$ cat config.mk
export PLATFORM = sky130hd
export DESIGN_NAME = seq_divider16
export DESIGN_NICKNAME = d
export VERILOG_FILES = /design/src/rtl/seq_divider16.sv
export SDC_FILE = /design/constraint.sdc
export NUM_CORES = 1
export LEC_CHECK = 0
export ABC_AREA = 1
export CORE_MARGIN = 3
export CORE_UTILIZATION = 40
export CTS_BUF_LIST = sky130_fd_sc_hd__clkbuf_4
export CTS_CLUSTER_DIAMETER = 30
export CTS_CLUSTER_SIZE = 28
export DETAILED_ROUTE_END_ITERATION = 12
export GPL_TIMING_DRIVEN = 1
export SLEW_MARGIN = 20
export SYNTH_ARGS = -nofsm -noshare
export SYNTH_HDL_FRONTEND = slang
export SYNTH_SLANG_ARGS = --single-unit
$ cat constraint.sdc
create_clock -name clk -period 2.6 [get_ports clk]
set_clock_uncertainty 0.05 [all_clocks]
set_input_delay 0.26 -clock clk [delete_from_list [all_inputs] [get_ports clk]]
set_output_delay 0.26 -clock clk [all_outputs]
set_load 0.01 [all_outputs]
$ cat src/rtl/seq_divider16.sv
// Multi-cycle unsigned restoring divider: one quotient bit per clock via shift-and-subtract,
// driven by a start/done handshake, with a one-cycle divide-by-zero shortcut.
module seq_divider16 #(
  parameter int WIDTH = 16
) (
  input  logic             clk,
  input  logic             rst_n,
  input  logic             start,
  input  logic [WIDTH-1:0] dividend,
  input  logic [WIDTH-1:0] divisor,
  output logic             busy,
  output logic             done,
  output logic [WIDTH-1:0] quotient,
  output logic [WIDTH-1:0] remainder,
  output logic             div_by_zero
);

  localparam int CW = $clog2(WIDTH) + 1;

  typedef enum logic [1:0] {IDLE, RUN, DONE} state_t;

  state_t           state_q, state_d;
  logic [WIDTH-1:0] r_q, r_d;
  logic [WIDTH-1:0] q_q, q_d;
  logic [WIDTH-1:0] dvs_q, dvs_d;
  logic [CW-1:0]    cnt_q, cnt_d;
  logic [WIDTH-1:0] quo_q, quo_d;
  logic [WIDTH-1:0] rem_q, rem_d;
  logic             dbz_q, dbz_d;

  // Shifted partial remainder keeps its carry-out bit: 2R+1 can exceed WIDTH bits.
  logic [WIDTH:0]   r_sh;
  logic [WIDTH:0]   diff;
  logic [WIDTH-1:0] q_sh;

  always_comb begin
    r_sh    = {r_q, q_q[WIDTH-1]};
    q_sh    = {q_q[WIDTH-2:0], 1'b0};
    diff    = r_sh - {1'b0, dvs_q};
    state_d = state_q;
    r_d     = r_q;
    q_d     = q_q;
    dvs_d   = dvs_q;
    cnt_d   = cnt_q;
    quo_d   = quo_q;
    rem_d   = rem_q;
    dbz_d   = dbz_q;
    case (state_q)
      IDLE: begin
        if (start) begin
          dvs_d = divisor;
          q_d   = dividend;
          dbz_d = 1'b0;
          if (divisor == '0) begin
            quo_d   = '1;
            rem_d   = dividend;
            dbz_d   = 1'b1;
            state_d = DONE;
          end else begin
            r_d     = '0;
            cnt_d   = '0;
            state_d = RUN;
          end
        end
      end
      RUN: begin
        if (!diff[WIDTH]) begin
          r_d = diff[WIDTH-1:0];
          q_d = q_sh | {{(WIDTH-1){1'b0}}, 1'b1};
        end else begin
          r_d = r_sh[WIDTH-1:0];
          q_d = q_sh;
        end
        cnt_d = cnt_q + CW'(1);
        if (cnt_q == CW'(WIDTH - 1)) begin
          quo_d   = q_d;
          rem_d   = r_d;
          state_d = DONE;
        end
      end
      DONE:    state_d = IDLE;
      default: state_d = IDLE;
    endcase
  end

  always_ff @(posedge clk or negedge rst_n) begin
    if (!rst_n) begin
      state_q <= IDLE;
      r_q     <= '0;
      q_q     <= '0;
      dvs_q   <= '0;
      cnt_q   <= '0;
      quo_q   <= '0;
      rem_q   <= '0;
      dbz_q   <= 1'b0;
    end else begin
      state_q <= state_d;
      r_q     <= r_d;
      q_q     <= q_d;
      dvs_q   <= dvs_d;
      cnt_q   <= cnt_d;
      quo_q   <= quo_d;
      rem_q   <= rem_d;
      dbz_q   <= dbz_d;
    end
  end

  assign busy        = (state_q == RUN);
  assign done        = (state_q == DONE);
  assign quotient    = quo_q;
  assign remainder   = rem_q;
  assign div_by_zero = dbz_q;

endmodule

Word-level counts from Yosys, hierarchy flattened
Index checks and enable logic that the tools add are counted.
{ "classes": {"bitwise": 0, "mux": 23, "reduce_logical": 8, "shift": 0, "add_sub_neg": 2, "div": 0, "eq_ne": 7, "multipliers": 0, "order_cmp": 0} }
{ "ops": {"columns": ["cell", "n"], "rows": [
  ["$mux 16", 10],
  ["$pmux 16 s2", 4],
  ["$sub 17x16->17", 1],
  ["$logic_not 16->1", 1],
  ["$mux 5", 2],
  ["$pmux 5 s2", 1],
  ["$mux 2", 3],
  ["$ne 2x2->1 const B", 3],
  ["$reduce_and 2->1", 3],
  ["$add 5x1->5 const B", 1],
  ["$eq 5x4->1 const B", 1],
  ["$pmux 2 s2", 1],
  ["$reduce_and 4->1", 1],
  ["$reduce_and 3->1", 1],
  ["$eq 2x1->1 const B", 1],
  ["$eq 2x2->1 const B", 1],
  ["$logic_not 2->1", 1],
  ["$mux 1", 2],
  ["$ne 2x1->1 const B", 1],
  ["$reduce_bool 2->1", 1]
]} }
{ "word_totals": {"ramBits": 0, "in_bits": 35, "mem_bits_ro": 0, "output_inout_bits": 35, "latch_bits": 0, "mem_count": 0, "regBits": 88, "elab_cells": 48} }

Logic depth before layout (Yosys ltp)
Gate-level depths: netlist of run 1.
{ "depth": {"ltp_word": 4, "ltp_mapped": 17, "mapped_depth_nobuf": 16} }

Worst setup path after synthesis of run 1
Ideal clock, no wire load.
{ "synth_path": {"path_type": "register to register", "startpoint": "reg q_q[15]", "endpoint": "reg rem_q[10], in the netlist remainder[10]", "arrival_time_ns": 1.938, "setup_ns": 0.113, "period_less_slack_ns": 2.100, "path_buffers": 1, "required_ns": 2.437, "slack_ns": 0.500, "path_stages_with_launch": 17, "cell_sequence": "dfrtp_1 -> inv_1 -> ha_1 -> fa_1 -> inv_1 -> nand2_1 -> nand2_1 -> nand3_1 -> nand2_2 -> nand2_2 -> nand3_1 -> nand2_4 -> buf_12 -> nand3_2 -> nand3_2 -> nand2_1 -> inv_1"} }
{ "synth_between": {"elab_chain_cells": 4} }
{ "synth_lines": {"columns": ["element", "line", "source"], "rows": [
  ["start, declared", "24", "logic [WIDTH-1:0] q_q, q_d;"],
  ["start signal, assigned", "99", "q_q <= q_d;"],
  ["$sub 17x16->17", "39", "diff = r_sh - {1'b0, dvs_q};"],
  ["$mux 16", "67", "if (!diff[WIDTH]) begin"],
  ["$mux 16", "75", "if (cnt_q == CW'(WIDTH - 1)) begin"],
  ["$pmux 16 s2", "48", "case (state_q)"],
  ["end signal, assigned", "103", "rem_q <= rem_d;"],
  ["end, declared", "28", "logic [WIDTH-1:0] rem_q, rem_d;"]
]} }
No other way between the ends. The select of a mux whose other input is x is not followed.
A chain may end at the register's enable or synchronous reset.

Final worst setup path of run 1
{ "layout_path": {"startpoint": "reg q_q[15]", "endpoint": "reg rem_q[9], in the netlist remainder[9]"} }
Same word-level chain as after synthesis.

==> flow_metrics.py, run 1 <==
metrics = {
    "pwr": {
        "totalPowerFinal_uw": 9030,
        "share_comb_of_total_power_pct": 63.1,
        "ir_drop_uv": 685,
        "seq_power_share_pct": 27.2,
        "power_per_cell_area_nw_per_um2": 1420,
        "p_switching_uw": 4440,
        "share_of_total_power_in_the_clock_network_pct": 9.7,
        "power_report.internal_total_uw": 4590,
        "p_sw_share_pct": 49.2,
        "power_leakage_uw": 0.00322,
    },
    "clock_network": {
        "cts-buffers-inserted": 9,
        "clk_pin_slew_worst_paths_ns": 0.14,
        "clock-root-buffer": "clkbuf_4",
        "clk_path_buf_depth": 2,
        "cts.sink_count": 88,
        "clock_insertion_delay_worst_skew_ns": 0.44,
        "post_cts_buffers": 0,
        "cts_tree": "built",
        "h_tree_levels": 3,
    },
    "worst_setup_path": {
        "crit_path_start_kind": "flip-flop",
        "crit_path_end_kind": "flip-flop",
        "ff2ff_path_depth": 15,
        "crit_arrival_ns": 2.70,
        "critPathMaxFanout": 17,
        "cp_data_required_time_ns": 2.89,
        "worst_r2r_endpoint": "remainder[9]",
        "r2r_slack_ns": 0.19,
        "reg2reg_start": "q_q[15]",
        "worst-setup-path-type": "reg2reg",
    },
    "synth": {
        "synth_largest_area_cell": "dfrtp_1",
        "edff_count_synth": 0,
        "mean_syn_cell_area_um2": 7.60,
        "ys_ff_latch": 88,
        "synthesis.area_um2": 5290,
        "synth_ff_type": "dfrtp_1",
        "yosysWarningCount": 0,
        "synth_nets": 751,
        "yosys.cell_types.count": 42,
        "synth_top_area_share_pct": 41.6,
        "synth-async-reset-ratio_pct": 100,
        "synth_top_cells_by_area": "dfrtp_1, nand2_1, inv_1, nand3_1, nor2_1",
        "synth_sequential_area_ratio_pct": 41.6,
        "syn-instance-count": 697,
        "post_synth_most_frequent_cells": "nand2_1, inv_1, dfrtp_1, nor2_1, nand3_1",
        "post-synth-top-count-cell": "nand2_1",
    },
    "timing": {
        "timing.fmax_mhz": 416,
        "finalHoldViolCount": 0,
        "part_of_the_cycle_the_worst_path_needs_pct": 92.5,
        "final.min_clock_period_ns": 2.41,
        "tightest_slew_ns": 0.511,
        "finalWorstSetupSlack_ns": 0.194,
        "setup-violations-final": 0,
        "slew_viol_final": 0,
        "setup-tns-final_ns": 0,
        "max_slew_margin_pct": 65.9,
        "rsz0062_at_grt": "no",
    },
    "floorplan": {
        "dieArea_um2": 14700,
        "die-height_um": 121,
        "core_region_area_um2": 12800,
        "die_width_um": 121,
        "floorplan.initialDensity_pct": 41.4,
        "num_rows": 41,
        "ioPinCount": 70,
    },
    "routing": {
        "drt.antenna.violating_nets": 0,
        "drt_pre_antenna_iters": 5,
        "drt-wirelength-per-cell_um": 14.2,
        "totalWireLength_um": 13400,
        "via_count": 4562,
        "remaining_drc_errors": 0,
        "initialDrtViolationCount": 227,
        "routed_via_density": 4.84,
    },
    "grt": {
        "grt_usage_pct": 19.1,
        "grt_max_degree": 54,
        "grt_overflow": 0,
        "grt_antenna_before_repair": 0,
        "via_count_of_the_first_global_routing_pass": 4510,
        "grt_first_pass_wirelength_um": 22300,
    },
    "layout": {
        "fillerInstances": 1244,
        "antenna_cells": 0,
        "final_core_util_pct": 49.6,
        "final_area_um2": 6340,
        "nets": 819,
        "layout-drive-gt1-share_pct": 10.0,
        "area_delta_synth_final_pct": 19.7,
    },
    "hold_path": {
        "hold_path_class": "in2async",
    },
    "placed_design": {
        "dp_slack_ns": 0.270,
        "dpl_cell_area_um2": 6150,
        "number_of_port_buffers": 69,
        "place.gp.congestion": 0.897,
        "dpl.hpwl_um": 10400,
    },
    "job": {
        "drv.max_cap_violation_count": 0,
    },
    "status": {
        "status": "complete, no violations",
    },
}
-- sequential cells by signal, summed over array words and instances (netlist names) --
register / count
cnt_q: 5
div_by_zero: 1
dvs_q: 16
q_q: 16
quotient: 16
r_q: 16
remainder: 16
state_q: 2
-- stage by stage --
stage               cells  hold slack, ns
finish                942           0.260
global route          942           0.257
CTS                   942           0.245
detailed placement    925           0.205
global placement      925           0.202
floorplan             697         -0.0856
-- worst max-delay path, cell delays in order (launching register included) --
cell and delay, ns:
dfrtp_1 0.37, inv_1 0.07, ha_1 0.23, fa_1 0.41, inv_1 0.11, nand2_1 0.05, nand2_1 0.07, nand3_1 0.08
nand2_2 0.10, nand2_2 0.07, nand3_1 0.18, nand2_8 0.15, nand3_1 0.15, nand3_1 0.11, nand2_1 0.08, inv_1 0.04
-- routing by layer --
layer	wire, um	global-route usage, %	vias up
met3	421	2.52	10
met5	0	0	-
met1	6550	27.2	2157
li1	-	-	2315
met2	6310	31.0	80
met4	137	4.75	0
-- cells in the final DEF (no fill, tap or decap), types with 3 or more instances in the layout --
| master | instances |
|---|---|
| o22ai_1 | 6 |
| o21ai_0 | 24 |
| inv_2 | 4 |
| nand3_1 | 57 |
| a21oi_1 | 11 |
| clkdlybuf4s50_1 | 68 |
| o221ai_1 | 11 |
| xor2_1 | 7 |
| ha_1 | 18 |
| clkbuf_4 | 10 |
| nand4_1 | 8 |
| a31oi_1 | 9 |
| nor2_1 | 66 |
| or2_1 | 11 |
| dfrtp_1 | 88 |
| nand2_2 | 10 |
| or2_2 | 6 |
| buf_4 | 10 |
| o211ai_1 | 3 |
| inv_1 | 130 |
| nand3_2 | 22 |
| and2_1 | 3 |
| nand2_1 | 163 |
-- power groups by stage --
stage / clock [uW] / sequential [uW] / combinational, uW
after floorplan: 0 / 2450 / 4140
after global placement: 0 / 2470 / 5600
after detailed placement: 0 / 2490 / 5650
after CTS: 900 / 2460 / 5690
after global routing: 971 / 2530 / 6460
final: 872 / 2460 / 5700
-- final cells by class --
cell class	count	area [um^2]	area share (%)
sequential	88	2200	34.8
timing repair buffer	80	786	12.4
clock inverter	6	82.6	1.30
clock buffer	10	75.1	1.18
inverter	135	507	8.00
tap	172	215	3.40
multi-input combinational	451	2470	39.0
-- cell families (layout without fill, tap and decap cells) --
logic type,count (synthesis),in the layout,share of synthesized area (%)
compound gates,70,70,8.53
xor+xnor,8,8,1.32
fa+ha+maj,19,19,4.63
buf+inv,158,231,12.1
flops,88,88,41.6
simple gates,354,354,31.8
-- how the worst max path moves through the flow --
stage / depth (start not counted) / start / to
after floorplan: 16 / q_q[15] / remainder[10]
after global placement: 13 / divisor[15] / remainder[11]
after detailed placement: 16 / q_q[15] / remainder[9]
after CTS: 16 / q_q[15] / remainder[9]
after global routing: 15 / q_q[15] / remainder[9]
final: 15 / q_q[15] / remainder[9]
-- repair_timing --
action,in CTS,in global routing
hold endpoints to repair,36,0
setup endpoints to repair,0,2
hold buffers,1,0
gates resized for setup,0,2
Power figures use the tool's default switching activity.
==> inputs of run 2 (changes only) <==
CTS_CLUSTER_DIAMETER = 150   (was 30)
==> results of run 2 <==
Final layout, timing and power as in run 1 (identical DEF).
==> inputs of run 3 (changes only) <==
DONT_BUFFER_PORTS = 1   (was not set)
TNS_END_PERCENT = 10   (was not set)
==> flow_metrics.py, run 3 (synthesis gave the netlist of run 1 again) <==
metrics = {
    "pwr": {
        "share_comb_of_total_power_pct": 61.2,
        "share_of_total_power_in_the_clock_network_pct": 7.8,
        "p_switching_uw": 4410,
        "ir_drop_uv": 515,
        "seq_power_share_pct": 30.9,
        "power_leakage_uw": 0.00304,
        "p_sw_share_pct": 52.2,
        "power_report.internal_total_uw": 4040,
        "power_per_cell_area_nw_per_um2": 1430,
    },
    "routing": {
        "initialDrtViolationCount": 273,
        "totalWireLength_um": 13500,
        "drt-wirelength-per-cell_um": 15.0,
        "drt_pre_antenna_iters": 4,
        "drt.antenna.violating_nets": 0,
        "routed_via_density": 4.98,
        "remaining_drc_errors": 0,
        "via_count": 4475,
    },
    "floorplan": {
        "dieArea_um2": 14700,
        "die-height_um": 121,
        "num_rows": 41,
        "floorplan.initialDensity_pct": 41.4,
        "ioPinCount": 70,
        "die_width_um": 121,
        "core_region_area_um2": 12800,
    },
    "grt": {
        "grt_first_pass_wirelength_um": 22500,
        "grt_overflow": 0,
        "grt_max_degree": 89,
        "via_count_of_the_first_global_routing_pass": 4458,
        "grt_usage_pct": 19.2,
        "grt_antenna_before_repair": 0,
    },
    "clock_network": {
        "clk_path_buf_depth": 2,
        "cts-buffers-inserted": 9,
        "h_tree_levels": 3,
        "clk_pin_slew_worst_paths_ns": 0.13,
        "clock_insertion_delay_worst_skew_ns": 0.43,
        "clock-root-buffer": "clkbuf_4",
        "cts.sink_count": 88,
        "cts_tree": "built",
    },
    "layout": {
        "final_core_util_pct": 46.2,
        "layout-drive-gt1-share_pct": 9.90,
        "most-common-layout-cells": "nand2_1, inv_1, dfrtp_1, nor2_1, nand3_1",
        "antenna_cells": 0,
        "area_delta_synth_final_pct": 11.5,
        "nets": 777,
        "mostFrequentLayoutCell": "nand2_1",
    },
    "timing": {
        "rsz0062_at_grt": "yes",
        "timing.fmax_mhz": 426,
        "max_slew_margin_pct": 64.5,
        "tightest_slew_ns": 0.531,
        "slew_viol_final": 0,
        "final.min_clock_period_ns": 2.35,
        "setup-violations-final": 0,
        "finalHoldViolCount": 0,
        "setup-tns-final_ns": 0,
        "part_of_the_cycle_the_worst_path_needs_pct": 90.4,
    },
    "hold_path": {
        "hold_path_class": "in2reg",
    },
    "worst_setup_path": {
        "critPathMaxFanout": 17,
        "crit_arrival_ns": 2.65,
        "cp_data_required_time_ns": 2.90,
        "crit_path_start_kind": "flip-flop",
        "worst-setup-path-type": "reg2reg",
        "crit_path_end_kind": "flip-flop",
    },
    "placed_design": {
        "dpl.hpwl_um": 9980,
        "place.gp.congestion": 0.875,
        "number_of_port_buffers": 0,
    },
    "job": {
        "drv.max_cap_violation_count": 0,
    },
    "status": {
        "status": "complete, no violations",
    },
}
## run 3: cell types whose count changed in the layout (fill, tap and decap cells not counted), moves of 2 or more
cell             delta
dlygate4sd3_1      +31
clkdlybuf4s50_1    -68
buf_4               -6
bufinv_16           -2
## run 3: cell type report
class	count	area (um^2)
clock inverters	4	22.5
fillers	1271	6870
well taps	172	215
multi-input cells	451	2470
inverters	135	507
flip-flops and latches	88	2200
repair buffers	38	398
clock buffers	11	82.6
## run 3: path summary, 6_finish.rpt
check                            start       endpoint  slack [ns]  cells past startpoint
min                        dividend[3]         q_q[3]        0.04                      2
max in group asynchronous        rst_n         r_q[5]        1.78                      2
max reg2reg                    q_q[15]  remainder[14]        0.25                     15
min in group asynchronous        rst_n    quotient[5]        0.30                      2
max                            q_q[15]  remainder[14]        0.25                     15
min reg2reg                   dvs_q[7]       dvs_q[7]        0.46                      2
## run 3: worst max-delay path, stage by stage, from the launching register on
cell and delay (ns):
dfrtp_1 0.38, inv_1 0.06, ha_1 0.23, fa_1 0.42, inv_1 0.11, nand2_1 0.05
nand2_1 0.07, nand3_1 0.08, nand2_2 0.10, nand2_2 0.08, nand3_1 0.18, nand2_8 0.15
nand3_1 0.13, nand3_1 0.09, nand2_1 0.06, inv_1 0.03
## run 3: layer usage
metal,routed length [um],global-route usage (%)
met5,0,0
met4,232,5.74
met3,567,3.73
met2,6290,30.9
met1,6380,26.4
## run 3: repair_timing
action | CTS | global route
resized for setup | 0 | 3
hold endpoints to repair | 119 | 0
buffers inserted | 0 | 0
hold buffers | 33 | 0
setup endpoints to repair | 0 | 10
## run 3: per-stage QoR
stage                     hold slack, ns  std cells  instance area [um^2]  worst slack, ns  power (uW)
final                             0.0351        899                  5900            0.251        8460
after detailed placement         -0.0837        851                  5430            0.253        7690
after CTS                        0.00865        899                  5880            0.204        8440
after global routing              0.0223        899                  5900          -0.0243        9340
after floorplan                  -0.0856        697                  5290            0.500        6600
after global placement           -0.0823        851                  5430            0.338        7600
## run 3: power groups by stage
stage | Clock (uW) | Sequential, uW | Combinational [uW]
global placement | 0 | 2630 | 4970
CTS | 688 | 2620 | 5130
finish | 664 | 2610 | 5180
floorplan | 0 | 2450 | 4140
detailed placement | 0 | 2650 | 5040
global route | 730 | 2690 | 5920
